### config.mk
export PLATFORM = sky130hd
export DESIGN_NAME = stream_mux_rr
export DESIGN_NICKNAME = d
export VERILOG_FILES = /design/src/rtl/stream_mux_rr.sv
export SDC_FILE = /design/constraint.sdc
export NUM_CORES = 1
export LEC_CHECK = 0
export CAP_MARGIN = 20
export CORE_ASPECT_RATIO = 0.75
export CORE_MARGIN = 10
export CORE_UTILIZATION = 47
export DETAILED_ROUTE_END_ITERATION = 8
export PLACE_DENSITY_LB_ADDON = 0.2
export SLEW_MARGIN = 30
export SYNTH_ARGS = -nofsm -noshare
export SYNTH_HDL_FRONTEND = slang
export SYNTH_SLANG_ARGS = --single-unit
### constraint.sdc
create_clock -name clk -period 17 [get_ports clk]
set_input_delay 1.7 -clock clk [delete_from_list [all_inputs] [get_ports clk]]
set_output_delay 1.7 -clock clk [all_outputs]
set_load 0.01 [all_outputs]
### src/rtl/stream_mux_rr.sv
// N-channel valid/ready stream multiplexer with fixed-select or round-robin grant
// and a one-entry registered output stage that can drain and reload in the same cycle.
module stream_mux_rr #(
    parameter int N_CH  = 4,
    parameter int WIDTH = 8,
    parameter int SEL_W = 2
) (
    input  logic                    clk,
    input  logic                    rst,
    input  logic                    mode,
    input  logic [SEL_W-1:0]        sel,
    input  logic [N_CH*WIDTH-1:0]   in_data,
    input  logic [N_CH-1:0]         in_valid,
    output logic [N_CH-1:0]         in_ready,
    output logic [WIDTH-1:0]        out_data,
    output logic [SEL_W-1:0]        out_ch,
    output logic                    out_valid,
    input  logic                    out_ready
);

    logic [WIDTH-1:0] data_q, data_d;
    logic [SEL_W-1:0] ch_q, ch_d;
    logic [SEL_W-1:0] last_q, last_d;
    logic             vld_q, vld_d;

    logic             load_en;
    logic             gnt_vld;
    logic [SEL_W-1:0] gnt_idx;
    logic [WIDTH-1:0] gnt_data;

    assign load_en = !vld_q || out_ready;

    // Round-robin picks the valid channel with the smallest distance past last_q,
    // so last_q itself ranks lowest; an out-of-range sel simply matches no channel.
    always_comb begin
        int best;
        int rank;
        gnt_vld = 1'b0;
        gnt_idx = '0;
        best    = N_CH;
        rank    = 0;
        if (!mode) begin
            for (int i = 0; i < N_CH; i++) begin
                if (int'(sel) == i && in_valid[i]) begin
                    gnt_vld = 1'b1;
                    gnt_idx = SEL_W'(i);
                end
            end
        end else begin
            for (int i = 0; i < N_CH; i++) begin
                rank = (i - int'(last_q) - 1 + N_CH) % N_CH;
                if (in_valid[i] && rank < best) begin
                    best    = rank;
                    gnt_vld = 1'b1;
                    gnt_idx = SEL_W'(i);
                end
            end
        end
    end

    always_comb begin
        gnt_data = '0;
        in_ready = '0;
        for (int i = 0; i < N_CH; i++) begin
            if (gnt_idx == SEL_W'(i)) begin
                gnt_data = in_data[i*WIDTH +: WIDTH];
            end
            in_ready[i] = load_en && gnt_vld && (gnt_idx == SEL_W'(i));
        end
    end

    always_comb begin
        data_d = data_q;
        ch_d   = ch_q;
        vld_d  = vld_q;
        last_d = last_q;
        if (load_en) begin
            if (gnt_vld) begin
                data_d = gnt_data;
                ch_d   = gnt_idx;
                vld_d  = 1'b1;
                last_d = gnt_idx;
            end else begin
                vld_d  = 1'b0;
            end
        end
    end

    always_ff @(posedge clk or posedge rst) begin
        if (rst) begin
            data_q <= '0;
            ch_q   <= '0;
            vld_q  <= 1'b0;
            last_q <= SEL_W'(N_CH - 1);
        end else begin
            data_q <= data_d;
            ch_q   <= ch_d;
            vld_q  <= vld_d;
            last_q <= last_d;
        end
    end

    assign out_data  = data_q;
    assign out_ch    = ch_q;
    assign out_valid = vld_q;

endmodule
# == Word level (Yosys, flattened, before mapping) ==
# Index checks and enable logic that the tools add are counted.
# classes
n_lt_le_gt_ge,4
add_sub_neg,12
mux,27
reduce_logical,22
eq_ne,6
bitwise,4
# ops
operator,count
32-bit two-way mux,6
3-bit by 32-bit less-than comparator with 1-bit output,3
8-bit two-way mux,4
"4-bit by 4-bit adder with 5-bit output, second input constant",4
"3-bit by 2-bit subtractor with 4-bit output, second input constant",4
1-bit logical AND,13
1-bit two-way mux,12
2-bit two-way mux,5
"2-bit == test, second input constant",4
2-bit OR reduction,4
"1-bit by 2-bit subtractor with 3-bit output, first input constant",2
"2-bit by 2-bit subtractor with 3-bit output, first input constant",2
1-bit bitwise AND,4
"2-bit by 1-bit == test with 1-bit output, second input constant",2
2-bit zero test,2
"3-bit by 4-bit less-than comparator with 1-bit output, second input constant",1
2-bit AND reduction,1
1-bit zero test,1
1-bit logical OR,1
# totals
elab_cells,79
in_bits,42
reg_bits,13
out_inout_bits,15

# == Depth between registers and ports, before layout ==
# Gate-level depths: netlist (run 1).
# logic_depth
word_depth,26
ltp_mapped,25
ltp_nobuf,21

# == Worst setup path before layout (run 1) ==
# No wires, ideal clock.
# synth_path
kind,input to output
startpoint,input in_valid[0]
endpoint,output in_ready[3]
path_buffers,4
required_time_ns,15.300
slack_ns,9.470
cell_stages,22
t_arrival_ns,5.830
cell_sequence,clkbuf_1 ha_1 or3b_4 a211o_1 nand2_1 nand2_1 ha_1 nor4b_1 o21a_1 a21oi_1 nor2_1 a21o_1 ha_1 a21oi_1 o21ai_0 or3_1 buf_4 a31o_1 buf_4 buf_6 or2_1 nor3_1
# synth_between
elab_chain_len,17
word_cells_on_any_way,30
classes_between,3 x order compare; 1 x eq/ne; 19 x mux; 7 x reduce/logical
# synth_rtl
item,line,rtl
"start, declared",13,"input logic [N_CH-1:0] in_valid,"
1-bit logical AND,52,if (in_valid[i] && rank < best) begin
32-bit two-way mux,52,
32-bit two-way mux,42,if (!mode) begin
3-bit by 32-bit less-than comparator with 1-bit output,52,
1-bit logical AND,52,
32-bit two-way mux,52,
32-bit two-way mux,42,
3-bit by 32-bit less-than comparator with 1-bit output,52,
1-bit logical AND,52,
32-bit two-way mux,52,
32-bit two-way mux,42,
3-bit by 32-bit less-than comparator with 1-bit output,52,
1-bit logical AND,52,
2-bit two-way mux / 1-bit two-way mux (equally long branches),52,
2-bit two-way mux / 1-bit two-way mux (equally long branches),42,
2-bit == test / 1-bit logical AND (equally long branches),68,in_ready[i] = load_en && gnt_vld && (gnt_idx == SEL_W'(i));
1-bit logical AND *,68,
"end, declared",14,"output logic [N_CH-1:0] in_ready,"
# Every way passes the cells marked *; elsewhere a longest branch is shown, timed or not. The select of a mux whose other input is x is not followed.

# == Final worst setup path (run 1) ==
# Same ends and word-level chain as after synthesis.

==> summary.md, run 1 <==
| Metric | Value |
|---|---|
| HPWL after DPL | 3.68 mm |
| Initial Util | 49.1% |
| Fin cells | 258 |
| DRT Pass-1 Iters | 4 |
| Area Growth Syn to Fin | 40.4% |
| Hold Worst Slack | 487 ps |
| P_sw | 0.147 mW |
| Clk sinks | 13 |
| # fillers | 233 |
| Initial antenna violation count | 0 |
| DP Cell Count | 254 |
| Startpoint types | input pin |
| GRT Util Overall | 14.8% |
| Final Max Tran Viols | 0 |
| RSZ-0062 raised after global routing | no |
| Critical path endpoint category | output pin |
| Post-CTS setup buffer count | 0 |
| Asr flop ratio synth | 100% |
| Width of the die | 84.2 µm |
| Clock share of power | 8.8% |
| Std-Cell Rows | 17 |
| Status | finished, final reports clean |
| Clock transition at the registers of the reported paths | 50 ps |
| Die Span Y | 68.1 µm |
| CTS root buf | clkbuf_8 |
| Lkg Pwr | 0.871 nW |
| Fin Setup TNS | 0 ps |
| Via count | 1531 |
| Hold Crit Class | register to register |
| Mapped Area | 1450 µm² |
| Power Dens Cells | 155 nW/µm² |
| Switch share | 46.5% |
| Hold_buf cts | 0 |
| Via density | 5.93 |
| Finish-stage setup viols | 0 |
| Nets | 273 |
| GR Overflow Total | 0 |
| Worst-Margin Slew | 894 ps |
| Maximum VDD drop | 0.0000830 V |
| Clk_skew | 6.49 ps |
| Setup CP Type | input pin to output pin |
| # DRC | 0 |
| Internal | 0.169 mW |
| Yosys reg bits | 13 |
| Sequential share of the synthesized area | 22.6% |
| IO Port Bufs | 56 |
| Syn Nets | 224 |
| Synth area leaders | dfrtp_1, ha_1, a311oi_1 |
| Largest net degree at the start of global routing | 24 |
| Post-cts resize count | 0 |
| Fraction of layout instances using a drive strength above 1 | 6.36% |
| Tmin final | 8950 ps |
| Post-route clock period utilization | 52.6% |
| Most common cell after layout, fill and taps aside | clkdlybuf4s50_1 |
| Flop pwr share | 19.1% |
| Cts bufs inserted | 3 |
| Critical path arrival | 7250 ps |
| Worst-skew pair later-pin latency | 250 ps |
| DR WL/cell | 17.8 µm |
| Endpoints failing hold | 0 |
| Synth cell types | 49 |
| Relative slew slack | 40.0% |
| Routed WL | 4.60 mm |
| Max Cap Viol | 0 |
| CTS tree | built |
| Post-synth top flop | dfrtp_1 |
| Fmax | 112 MHz |
| Vias in the first global route | 1466 |
| Final ANT Viol Nets | 0 |
| Synth Area per Inst | 8.44 µm² |
| Critical path peak fanout | 19 |
| Commonest non-fill, non-tap cells in the layout | clkdlybuf4s50_1, inv_1, nand2_1 |
| Die area | 5730 µm² |
| Combinational cell fraction of total power | 72.1% |
| Cells after synthesis | 172 |
| DR iter-0 viols | 122 |
| Clock Path Buffers | 2 |
| Antenna diodes | 0 |
| Core Footprint | 2960 µm² |
| Ys Warns | 0 |
| Cell taking the most area after synthesis | dfrtp_1 |
| Ports | 57 |
| H-tree Lvls | 1 |
| Number of flops mapped to enable cells by yosys | 0 |
| Global-route wire length before repair | 7.09 mm |
| Area share of the largest cell type after synthesis | 19.0% |
| WP data required | 15300 ps |
| Placer Congestion | 0.955 |
## Yosys cell counts, types with 3 or more instances
cell type,n
and2_1,3
a311oi_1,14
a2111oi_0,7
nand2_1,15
a21oi_1,8
o31ai_1,8
inv_1,23
a221oi_1,7
clkbuf_1,6
ha_1,10
nor2_1,5
a21o_1,5
nor2b_1,3
dfrtp_1,11
mux2i_1,3
## through the flow
step | utilization, % | power, mW | instance area (µm²) | setup slack [ps]
floorplan | - | 0.220 | 1450 | 9470
global placement | 67.3 | 0.278 | 1990 | 8300
detailed placement | 67.3 | 0.285 | 1990 | 8110
CTS | 68.8 | 0.314 | 2030 | 8090
global route | 68.9 | 0.339 | 2040 | 7650
finish | 68.9 | 0.316 | 2040 | 8050
## path summary, 6_finish.rpt
path,cells past startpoint,slack [ps],startpoint,end
min in group asynchronous,2,1760,rst,out_data[6]
hold / removal,2,490,out_data[0],out_data[0]
max in group asynchronous,2,14900,rst,last_q[0]
setup / recovery,20,8050,in_valid[0],in_ready[3]
setup reg to reg,20,10840,last_q[0],out_data[4]
hold reg to reg,2,490,out_data[0],out_data[0]
## state kept, by name (all words and copies together), names as in the netlist
name and cells:
last_q 2, out_ch 2, out_data 8, out_valid 1
## area by class of cell
class	instances	area (µm²)	share of cell area [%]
Clock buffer	4	45.0	2.21
Multi-Input combinational cell	124	971	47.6
Sequential cell	13	328	16.1
Tap cell	38	47.5	2.33
Inverter	23	86.3	4.24
Timing Repair Buffer	56	561	27.5
## metal layers
metal / GRT usage, % / wire length (µm)
met3: 5.81 / 457
met5: 0 / 0
met2: 22.7 / 2110
met1: 19.1 / 2000
met4: 3.33 / 29
## worst max-delay path, cell delays in order
cell,delay [ps]
clkdlybuf4s50_1,500
ha_1,240
or3b_4,410
a211o_1,320
nand2_1,120
nand2_1,80
ha_1,340
nor4b_1,160
o21a_1,230
a21oi_1,260
nor2_1,90
a21o_1,160
ha_1,290
a21oi_1,150
o21ai_0,110
or3_1,540
a31o_1,490
or2_1,340
nor3_1,140
clkdlybuf4s50_1,570
## cell families after synthesis
family,count (synthesis),synth area share [%]
DFF,13,22.6
buffers and inverters,35,10.8
other,1,0.258
xor gates and xnor gates,1,0.604
adders and majority gates,10,8.62
and+or+nand+nor,45,18.0
muxes,5,3.62
AOI/OAI and AO/OA,62,35.5
## power by group through the flow
stage / Clock [mW] / Combinational [mW] / Sequential (mW)
after global routing: 0.0301 / 0.246 / 0.0628
after floorplan: 0 / 0.159 / 0.0613
final: 0.0277 / 0.228 / 0.0604
after detailed placement: 0 / 0.225 / 0.0606
after global placement: 0 / 0.218 / 0.0599
after CTS: 0.0278 / 0.225 / 0.0605
Note: power is estimated with default switching activity, not from simulation.
==> inputs of run 2 (changes only) <==
--- a/config.mk
+++ b/config.mk
@@ -8,7 +8,7 @@
 export CAP_MARGIN = 20
 export CORE_ASPECT_RATIO = 0.75
 export CORE_MARGIN = 10
-export CORE_UTILIZATION = 47
+export CORE_UTILIZATION = 44
 export DETAILED_ROUTE_END_ITERATION = 8
 export PLACE_DENSITY_LB_ADDON = 0.2
 export SLEW_MARGIN = 30
==> constraint.sdc (replaced) <==
create_clock -name clk -period 8.8 [get_ports clk]
set_input_delay 0.88 -clock clk [delete_from_list [all_inputs] [get_ports clk]]
set_output_delay 0.88 -clock clk [all_outputs]
set_load 0.01 [all_outputs]
==> summary.md, run 2 (same netlist as run 1, synthesis figures left out) <==
| Metric | Value |
|---|---|
| Tmin final | 7500 ps |
| Clk sinks | 13 |
| WP data required | 7920 ps |
| Global-route wire length before repair | 7.79 mm |
| H-tree Lvls | 1 |
| Internal | 0.329 mW |
| Lkg Pwr | 0.871 nW |
| Combinational cell fraction of total power | 72.9% |
| DRT Pass-1 Iters | 4 |
| Endpoints failing hold | 0 |
| CP dominant cell by count | ha_1 |
| Routed WL | 4.63 mm |
| P_sw | 0.292 mW |
| # fillers | 248 |
| Clk_skew | 1.02 ps |
| Via count | 1541 |
| Fraction of layout instances using a drive strength above 1 | 6.82% |
| HPWL after DPL | 3.78 mm |
| Critical path peak fanout | 19 |
| GRT Util Overall | 15.4% |
| Crit-path cells | inv_1, ha_1, and3b_1, ha_1, or3b_4, a211oi_2, nor3_1, a21oi_1, ha_1, nor4b_1, o21a_1, a21oi_1, a21o_1, ha_1, a21oi_1, o21ai_0, or3_1, a31o_1, or2_1, nor3_1, clkdlybuf4s50_1 |
| Top Usage Layer GRT | met2 |
| Delay-heaviest family, CP | simple AND/OR/NAND/NOR gates |
| Multi-input logic area | 975 µm² |
| Power Dens Cells | 304 nW/µm² |
| CTS root buf | clkbuf_8 |
| Core Footprint | 3040 µm² |
| Switch share | 47.0% |
| Status | finished, final reports clean |
| Fmax | 133 MHz |
| Hold Worst Slack | 488 ps |
| Post-route clock period utilization | 85.2% |
| Post-CTS setup buffer count | 0 |
| Cts bufs inserted | 3 |
| DR WL/cell | 17.9 µm |
| Post-cts resize count | 0 |
| RSZ-0062 raised after global routing | no |
| Post-route design area | 2040 µm² |
| Clock share of power | 8.4% |
| GR Overflow Total | 0 |
| Met1 global-route usage | 20.7% |
| Critical path endpoint category | output pin |
| Placer Congestion | 0.937 |
| Final ANT Viol Nets | 0 |
| Die Span Y | 69.7 µm |
| Commonest non-fill, non-tap cells in the layout | clkdlybuf4s50_1, inv_1, nand2_1 |
| # DRC | 0 |
| Worst-skew pair later-pin latency | 240 ps |
| FF/Latch Area | 328 µm² |
| Antenna diodes | 0 |
| Relative slew slack | 43.8% |
| Initial antenna violation count | 0 |
| CTS tree | built |
| Hold_buf cts | 0 |
| Final Max Tran Viols | 0 |
| Worst path max stage delay | 650 ps |
| CP Buf/Inv Count | 2 |
| Via density | 5.97 |
| Largest net degree at the start of global routing | 24 |
| Worst-Margin Slew | 843 ps |
| Flop pwr share | 18.7% |
| Hold Crit Class | register to register |
| Width of the die | 86.3 µm |
| Clock transition at the registers of the reported paths | 50 ps |
| Most common cell after layout, fill and taps aside | clkdlybuf4s50_1 |
| Area after DPL | 1990 µm² |
| Area Growth Syn to Fin | 40.7% |
| Clock Path Buffers | 2 |
| Max Cap Viol | 0 |
| Startpoint types | register |
| DR iter-0 viols | 122 |
| Initial Util | 47.7% |
| IO Port Bufs | 56 |
| Maximum VDD drop | 0.000135 V |
| Fin Setup TNS | 0 ps |
| Finish-stage setup viols | 0 |
| Critical path arrival | 6620 ps |
| Nets | 273 |
| GR Layer Usage met3 | 5.04% |
| Met2 Usage GRT | 23.3% |
| Max reg flops | 8 |
| Std-Cell Rows | 17 |
| Vias in the first global route | 1517 |
| Setup CP Type | register to output pin |
| Die area | 6020 µm² |
| Ports | 57 |
| Slowest library cell on the worst path | dfstp_2 |
[run 2: cell types whose count changed in the layout (fill, tap and decap cells not counted)]
| cell | before | now |
|---|---|---|
| o21ai_2 | 0 | 1 |
| o21ai_1 | 2 | 1 |
[run 2: area by class of cell]
class | instances | share of cell area [%]
inverters | 23 | 4.23
flip-flops and latches | 13 | 16.1
well taps | 38 | 2.33
multi-input cells | 124 | 47.7
repair buffers | 56 | 27.5
clock buffers | 4 | 2.21
[run 2: worst reg2reg max path: stages (launching register included)]
cell,delay [ps]
dfstp_2,650
inv_1,150
ha_1,230
and3b_1,350
ha_1,300
or3b_4,280
a211oi_2,60
nor3_1,430
a21oi_1,100
ha_1,290
nor4b_1,280
o21a_1,240
a21oi_1,110
a21o_1,200
ha_1,310
a21oi_1,150
o21ai_0,120
or3_1,550
a31o_1,510
a2111oi_0,730
o31ai_1,120
[run 2: stage by stage]
stage | std cells | util (%) | worst slack, ps | power (mW)
4_1_cts | 258 | 66.9 | 1370 | 0.617
2_1_floorplan | 172 | - | 2760 | 0.426
3_5_place_dp | 254 | 65.4 | 1490 | 0.563
5_1_grt | 258 | 67.1 | 909 | 0.674
6_report | 258 | 67.1 | 1300 | 0.620
3_3_place_gp | 254 | 65.4 | 1700 | 0.543
[run 2: final timing paths]
| path | cells past startpoint | startpoint | slack (ps) | to |
|---|---|---|---|---|
| max | 21 | last_q[0] | 1300 | in_ready[3] |
| min | 2 | out_ch[1] | 490 | out_ch[1] |
| max reg2reg | 20 | last_q[0] | 2500 | out_data[2] |
| min reg2reg | 2 | out_ch[1] | 490 | out_ch[1] |
| max in group asynchronous | 2 | rst | 7500 | last_q[0] |
| min in group asynchronous | 2 | rst | 950 | out_data[6] |
[run 2: routing by layer]
metal  share of wire, %  wire length, µm
met3                8.5              395
met2                 46             2130
met1                 45             2080
met5                  0                0
met4               0.65               30
[run 2: power by group through the flow]
stage / combinational [mW] / sequential [mW] / clock (mW)
6_report: 0.452 / 0.116 / 0.0521
5_1_grt: 0.498 / 0.121 / 0.0562
4_1_cts: 0.447 / 0.116 / 0.0534
3_5_place_dp: 0.446 / 0.116 / 0
3_3_place_gp: 0.428 / 0.115 / 0
2_1_floorplan: 0.307 / 0.118 / 0
==> inputs of run 3 (changes only) <==
--- a/config.mk
+++ b/config.mk
@@ -5,6 +5,7 @@
 export SDC_FILE = /design/constraint.sdc
 export NUM_CORES = 1
 export LEC_CHECK = 0
+export ABC_AREA = 0
 export CAP_MARGIN = 20
 export CORE_ASPECT_RATIO = 0.75
 export CORE_MARGIN = 10
==> results of run 3 <==
The final DEF is identical to that of run 2; final timing and power are the same.
